File: src/rtl/uart_pkg.sv
// Shared types and constants for the UART receive path: controller state
// encoding, shadow-config defaults and the frame timeout computation.
package uart_pkg;

   typedef enum logic [1:0] {
      ST_IDLE,
      ST_APPLY,
      ST_ARM,
      ST_FRAME
   } rx_state_t;

   localparam int         TIMER_W         = 8;
   localparam int         DATA_W          = 8;
   localparam logic [3:0] DEF_LENGTH      = 4'd8;
   localparam logic       DEF_PARITY_EN   = 1'b0;
   localparam logic       DEF_PARITY_TYPE = 1'b0;
   localparam logic       DEF_STOP2       = 1'b0;

   // 16 ticks per bit over start+data+parity+stop bits, plus 15 ticks of slack.
   function automatic logic [TIMER_W-1:0] frame_cycles(input logic [3:0] len,
                                                       input logic       pe,
                                                       input logic       s2);
      logic [TIMER_W-1:0] bits;
      bits = TIMER_W'(len) + TIMER_W'(pe) + TIMER_W'(s2) + TIMER_W'(2);
      return (bits << 4) + TIMER_W'(15);
   endfunction

endpackage

File: src/rtl/uart_sync_fifo.sv
// Small first-word-fall-through FIFO; a push into a full FIFO is accepted
// only when a pop happens in the same cycle.
module uart_sync_fifo #(
   parameter int DEPTH = 4,
   parameter int WIDTH = 9
) (
   input  logic             clk,
   input  logic             rst,
   input  logic             push,
   input  logic [WIDTH-1:0] din,
   input  logic             pop,
   output logic             full,
   output logic             empty,
   output logic [WIDTH-1:0] dout
);

   localparam int AW = $clog2(DEPTH);

   logic [WIDTH-1:0] mem [DEPTH];
   logic [AW:0]      wr_ptr;
   logic [AW:0]      rd_ptr;
   logic             do_push;
   logic             do_pop;

   assign empty   = (wr_ptr == rd_ptr);
   assign full    = (wr_ptr[AW] != rd_ptr[AW]) && (wr_ptr[AW-1:0] == rd_ptr[AW-1:0]);
   assign do_pop  = pop && !empty;
   assign do_push = push && (!full || do_pop);
   assign dout    = mem[rd_ptr[AW-1:0]];

   always_ff @(posedge clk or posedge rst) begin
      if (rst) begin
         wr_ptr <= '0;
         rd_ptr <= '0;
      end else begin
         if (do_push) wr_ptr <= wr_ptr + 1'b1;
         if (do_pop)  rd_ptr <= rd_ptr + 1'b1;
      end
   end

   always_ff @(posedge clk) begin
      if (do_push) mem[wr_ptr[AW-1:0]] <= din;
   end

endmodule

File: src/rtl/uart_rx_ctrl.sv
// Receive-side controller: applies frame format between frames, arms the
// receiver, times out false starts and buffers tagged characters for the host.
module uart_rx_ctrl
   import uart_pkg::*;
#(
   parameter int DEPTH = 4,
   parameter int CNT_W = 8
) (
   input  logic             rx_clk,
   input  logic             rst,
   input  logic             enable,
   input  logic             cfg_load,
   input  logic [3:0]       cfg_length,
   input  logic             cfg_parity_en,
   input  logic             cfg_parity_type,
   input  logic             cfg_stop2,
   input  logic             rx_line,
   output logic             rx_start,
   output logic [3:0]       length,
   output logic             parity_en,
   output logic             parity_type,
   output logic             stop2,
   input  logic [7:0]       rx_data,
   input  logic             rx_done,
   input  logic             rx_error,
   output logic [7:0]       m_data,
   output logic             m_err,
   output logic             m_valid,
   input  logic             m_ready,
   output logic             busy,
   output logic             overrun,
   output logic [CNT_W-1:0] err_count,
   output logic [CNT_W-1:0] glitch_count,
   input  logic             clr
);

   rx_state_t          state_q, state_d;
   logic               pend;
   logic [3:0]         pend_length;
   logic               pend_parity_en, pend_parity_type, pend_stop2;
   logic [TIMER_W-1:0] timer_q;
   logic               ferr_q;
   logic               apply, arm_go;
   logic               push, pop, timeout, tag, drop;
   logic               fifo_full, fifo_empty;
   logic [DATA_W:0]    fifo_dout;

   function automatic logic [CNT_W-1:0] sat_inc(input logic [CNT_W-1:0] v);
      return (&v) ? v : v + CNT_W'(1);
   endfunction

   assign busy     = (state_q == ST_FRAME);
   assign rx_start = (state_q == ST_ARM) && enable && !pend;
   assign push     = (state_q == ST_FRAME) && rx_done;
   assign timeout  = (state_q == ST_FRAME) && !rx_done && (timer_q == '0);
   // An error flagged together with rx_done still belongs to this frame.
   assign tag      = ferr_q | rx_error;
   assign pop      = m_valid && m_ready;
   assign drop     = push && fifo_full && !pop;
   assign m_valid  = !fifo_empty;
   assign {m_err, m_data} = fifo_empty ? '0 : fifo_dout;

   always_comb begin
      state_d = state_q;
      apply   = 1'b0;
      arm_go  = 1'b0;
      case (state_q)
         ST_IDLE:  if (enable) state_d = pend ? ST_APPLY : ST_ARM;
         ST_APPLY: begin
            apply   = 1'b1;
            state_d = enable ? ST_ARM : ST_IDLE;
         end
         ST_ARM: begin
            if (!enable)      state_d = ST_IDLE;
            else if (pend)    state_d = ST_APPLY;
            else if (!rx_line) begin
               state_d = ST_FRAME;
               arm_go  = 1'b1;
            end
         end
         ST_FRAME: begin
            if (rx_done || timer_q == '0)
               state_d = pend ? ST_APPLY : (enable ? ST_ARM : ST_IDLE);
         end
         default:  state_d = ST_IDLE;
      endcase
   end

   always_ff @(posedge rx_clk or posedge rst) begin
      if (rst) begin
         state_q          <= ST_IDLE;
         pend             <= 1'b0;
         pend_length      <= DEF_LENGTH;
         pend_parity_en   <= DEF_PARITY_EN;
         pend_parity_type <= DEF_PARITY_TYPE;
         pend_stop2       <= DEF_STOP2;
         length           <= DEF_LENGTH;
         parity_en        <= DEF_PARITY_EN;
         parity_type      <= DEF_PARITY_TYPE;
         stop2            <= DEF_STOP2;
         timer_q          <= '0;
         ferr_q           <= 1'b0;
         overrun          <= 1'b0;
         err_count        <= '0;
         glitch_count     <= '0;
      end else begin
         state_q <= state_d;
         if (cfg_load) begin
            pend             <= 1'b1;
            pend_length      <= (cfg_length >= 4'd5 && cfg_length <= 4'd8) ? cfg_length : 4'd8;
            pend_parity_en   <= cfg_parity_en;
            pend_parity_type <= cfg_parity_type;
            pend_stop2       <= cfg_stop2;
         end else if (apply) begin
            pend <= 1'b0;
         end
         if (apply) begin
            length      <= pend_length;
            parity_en   <= pend_parity_en;
            parity_type <= pend_parity_type;
            stop2       <= pend_stop2;
         end
         if (arm_go) begin
            timer_q <= frame_cycles(length, parity_en, stop2);
            ferr_q  <= 1'b0;
         end else if (state_q == ST_FRAME) begin
            timer_q <= timer_q - 1'b1;
            if (rx_error) ferr_q <= 1'b1;
         end
         if (drop)     overrun <= 1'b1;
         else if (clr) overrun <= 1'b0;
         if (clr)                 err_count <= '0;
         else if (push && tag)    err_count <= sat_inc(err_count);
         if (clr)                 glitch_count <= '0;
         else if (timeout)        glitch_count <= sat_inc(glitch_count);
      end
   end

   uart_sync_fifo #(
      .DEPTH (DEPTH),
      .WIDTH (DATA_W + 1)
   ) u_fifo (
      .clk   (rx_clk),
      .rst   (rst),
      .push  (push),
      .din   ({tag, rx_data}),
      .pop   (pop),
      .full  (fifo_full),
      .empty (fifo_empty),
      .dout  (fifo_dout)
   );

endmodule

File: config.mk
export PLATFORM = sky130hd
export DESIGN_NAME = uart_rx_ctrl
export DESIGN_NICKNAME = d
export VERILOG_FILES = /design/src/rtl/uart_pkg.sv /design/src/rtl/uart_sync_fifo.sv /design/src/rtl/uart_rx_ctrl.sv
export SDC_FILE = /design/constraint.sdc
export NUM_CORES = 1
export LEC_CHECK = 0
export BUFFER_PORTS_ARGS = -buffer_cell sky130_fd_sc_hd__buf_2
export CORE_ASPECT_RATIO = 1.5
export CORE_MARGIN = 10
export CORE_UTILIZATION = 35
export CTS_CLUSTER_SIZE = 30
export DETAILED_ROUTE_END_ITERATION = 16
export SYNTH_ARGS = -nofsm -noshare
export SYNTH_HDL_FRONTEND = slang
export SYNTH_SLANG_ARGS = --single-unit
File: constraint.sdc
create_clock -name rx_clk -period 2.1 [get_ports rx_clk]
set_input_delay 0.105 -clock rx_clk [delete_from_list [all_inputs] [get_ports rx_clk]]
set_output_delay 0.105 -clock rx_clk [all_outputs]
set_load 0.05 [all_outputs]
==> results.md <==
- Status: finished, violations left
- Failing checks: setup timing
- Largest family of logic cells by synthesized area: simple AND/OR/NAND/NOR gates
- CTS tree: done
- DR iter-0 viols: between 60 and 70
- Crit. Startpoint: timer_q[5]
- Setup ws final: -0.125 ns
- Final Wtd Congestion: roughly 0.84
- FF-to-FF End: glitch_count[4]
- Max clock buf depth: 2
- Die H: between 100 and 150 um
- Syn Nets: between 300 and 400
- Largest net degree at the start of global routing: 39
- Placed instance area: 4470 um2
- Primary FF master, synth: dfrtp_1
- Design Power: 6.50 mW
- Peak supply drop: ~0.54 mV
- Synth warn: 0
- FF-to-FF Start: timer_q[5]
- Number of non-filler instances in the completed layout: 553
- Slew @ Worst Pin: 0.798 ns
- Synth Register Bits: 85
- Max-cap violation count: 0
- Initial antenna violation count: 0
- HP Start: cfg_length[0]
- Synth Area in XOR/XNOR: a little under 3%
- Via count: ~2700
- H-tree depth: 3
- Top-level I/O count: 60
- Worst Hold Class: in2reg
- Worst-path clk slew: 0.06 ns
- Post-synthesis simple-gate area fraction: a little over an eighth
- DRT Wirelength: about 8600 um
- Drt wl/cell: 15.5 um
- Crit path top cell by count: or4_4
- Fin. Hold Viols: 0
- Starting density of the core: a little over a third
- Met3 Resource Use GR: under 10%
- Cells after DPL: 519
- GR met1 Demand/Resource: approximately an eighth
- P&R area growth vs syn: 28.8%
- Drt first pass iters: 5
- Port Buffers: slightly below 60
- Met2 Use GR: 20.6%
- Clk sinks: 85
- Relative slew slack: 46.7%
- Period utilization: 106%
- FMAX: around 450 MHz
- Mux cell area share after synthesis: 8.34%
- Core footprint: around 11000 um2
- GRT Total Usage: ~11%
- Critical path data arrival time: 2.48 ns
- Die area: 15700 um2
- # setup viols final: 6
- Inserted Diodes: 0
- RSZ-0062 raised after global routing: true
- Final nets: between 400 and 500
- Setup TNS: -0.418 ns
- DPL Wire Length: between 6000 and 7000 um
- EDFF count, synth: 36
- CP peak stage delay: approximately 0.55 ns
- CP endpoint: glitch_count[4]
- Fin crit period: between 2 and 2.5 ns
- Crit path max fanout: 5
- Clock insertion delay at the later pin of the skew report: ~0.33 ns
- Worst path slowest cell: or4_4
- Reg2reg path depth: 4
- Sequential area share after synthesis: roughly three fifths
- GRT overflow: 0
- DRC viols: 0
- Most used routing layer: met2
- FP Rows: 47
- Synth Cell Area: 3870 um2
- Worst hold slack: about 0.022 ns
- Max Clock Skew: 0.00728 ns
- Final Cell Area: ~5000 um2
- Req. time, crit path: ~2.4 ns
- Synth unique cells: between 50 and 60
- FFs w/ async S/R, synth: 57.6%
- Post-synthesis compound-gate area fraction: a little under a tenth
- Crit path kind: reg2reg
- Mean Syn Cell Area: 12.9 um2
- CP Launch Type: register
- Routed Antenna Nets: 0
- Final Core Density: 45.6%
- Vias per cell: about 5.0
- Max-slew violations: 0
- Worst Setup End Kind: register
- Critical path cell sequence: or4_4 > or4_4 > or4_1 > a21oi_1
- Syn Inst Count: 300
- CTS Buf Count: 9
- Placement-stage worst setup slack: -0.117 ns
- Reg2reg setup slack: -0.13 ns
- Root Driver: clkbuf_16
- Vias in the first global route: between 2000 and 3000
- Die Width: between 100 and 150 um
- Share of cells above drive strength 1: 34.2%
- Post-Synth Adder-Cell Area: approximately 3.8%
- First-pass GRT wire length: ~15000 um
- Pleak: ~2 nW
- Pwr dens: between 1000 and 1500 nW/um2
==> metal layers <==
metal  up-vias  share of wire [%]
met2        67                 54
met4         0                1.0
met3        10                4.5
li1       1316                  -
met1      1348                 41
met5         -                  0
==> worst max-delay path: cells and delay by family, from the launching register on <==
family | cells | cell delay (ns)
and+or+nand+nor | 3 | 1.63
AOI/OAI and AO/OA | 1 | 0.15
DFF | 1 | 0.38
==> power by group <==
part	internal (mW)	switching (mW)	total (mW)
Sequential	2.02	0.227	2.25
Combinational	0.977	1.64	2.61
Clock	1.03	0.605	1.64
==> how the worst min path moves through the flow <==
stage	slack [ns]	end	depth (start not counted)
2_1_floorplan	0.17	err_count[5]	1
3_3_place_gp	0.32	glitch_count[7]	2
3_5_place_dp	0.31	glitch_count[7]	2
4_1_cts	0.009	pend_length[0]	3
5_1_grt	0.03	pend_length[0]	3
6_report	0.02	pend_length[0]	3
==> cells in the final DEF, fill, tap and decap left out, drive strengths merged, types with 8 or more instances in the layout <==
master / count
a21oi: 12
and2: 14
buf: 85
clkbuf: 11
dfrtp: 47
dlygate4sd3: 12
edfxtp: 36
ha: 10
inv: 15
mux2: 8
mux4: 9
nand2: 17
nor2: 15
o21ai: 20
xnor2: 8
==> state kept, by name, summed over array words and instances (netlist names) <==
register and flops:
parity_en 1, u_fifo.rd_ptr 3, parity_type 1, u_fifo.wr_ptr 3, state_q 2, u_fifo.mem 36, ferr_q 1, overrun 1
err_count 8, timer_q 8, length 4, pend_parity_type 1, pend_length 4, glitch_count 8, pend_stop2 1, pend_parity_en 1
pend 1, stop2 1
==> cells by family (layout without fill, tap and decap cells) <==
| group | after synthesis | count (layout) |
|---|---|---|
| AOI/OAI and AO/OA | 57 | 57 |
| xor gates and xnor gates | 13 | 13 |
| adders and majority gates | 11 | 11 |
| buffers and inverters | 24 | 129 |
| DFF | 85 | 85 |
| muxes | 20 | 20 |
| and+or+nand+nor | 90 | 91 |
==> synthesized netlist by cell type (3+ instances only) <==
| master | count | area [um2] |
|---|---|---|
| a21oi_1 | 12 | 60.1 |
| a31oi_1 | 3 | 18.8 |
| and2_1 | 14 | 87.6 |
| and3_1 | 3 | 18.8 |
| clkbuf_1 | 4 | 15.0 |
| dfrtp_1 | 47 | 1180 |
| edfxtp_1 | 36 | 1080 |
| ha_1 | 10 | 125 |
| inv_1 | 15 | 56.3 |
| mux2_2 | 8 | 90.1 |
| mux2i_1 | 3 | 30.0 |
| mux4_2 | 9 | 203 |
| nand2_1 | 16 | 60.1 |
| nand2b_1 | 3 | 18.8 |
| nand3_1 | 7 | 35.0 |
| nand4_1 | 3 | 18.8 |
| nor2_1 | 15 | 56.3 |
| nor2b_1 | 3 | 18.8 |
| nor3_1 | 4 | 20.0 |
| o2111ai_1 | 3 | 26.3 |
| o21ai_0 | 20 | 100 |
| o31ai_1 | 4 | 30.0 |
| or3_1 | 3 | 18.8 |
| or3_2 | 4 | 30.0 |
| xnor2_1 | 8 | 70.1 |
| xor2_1 | 5 | 43.8 |
==> area by class of cell <==
cell class,count,area (um2)
fill,1028,5950
tap,147,184
sequential,85,2310
clock inverter,5,75.1
timing repair buffer,97,622
inverter,16,60.1
clock buffer,11,233
multi-input combinational,192,1500
==> repair_timing <==
action                                  4_1_cts  5_1_grt
endpoints found under the setup margin        7       17
resized for setup                             3        9
pin swaps                                     5        0
buffers inserted                              4        1
endpoints found under the hold margin        69        0
hold buffers                                 12        0
gates cloned                                  1        0
Power figures use the tool's default switching activity.
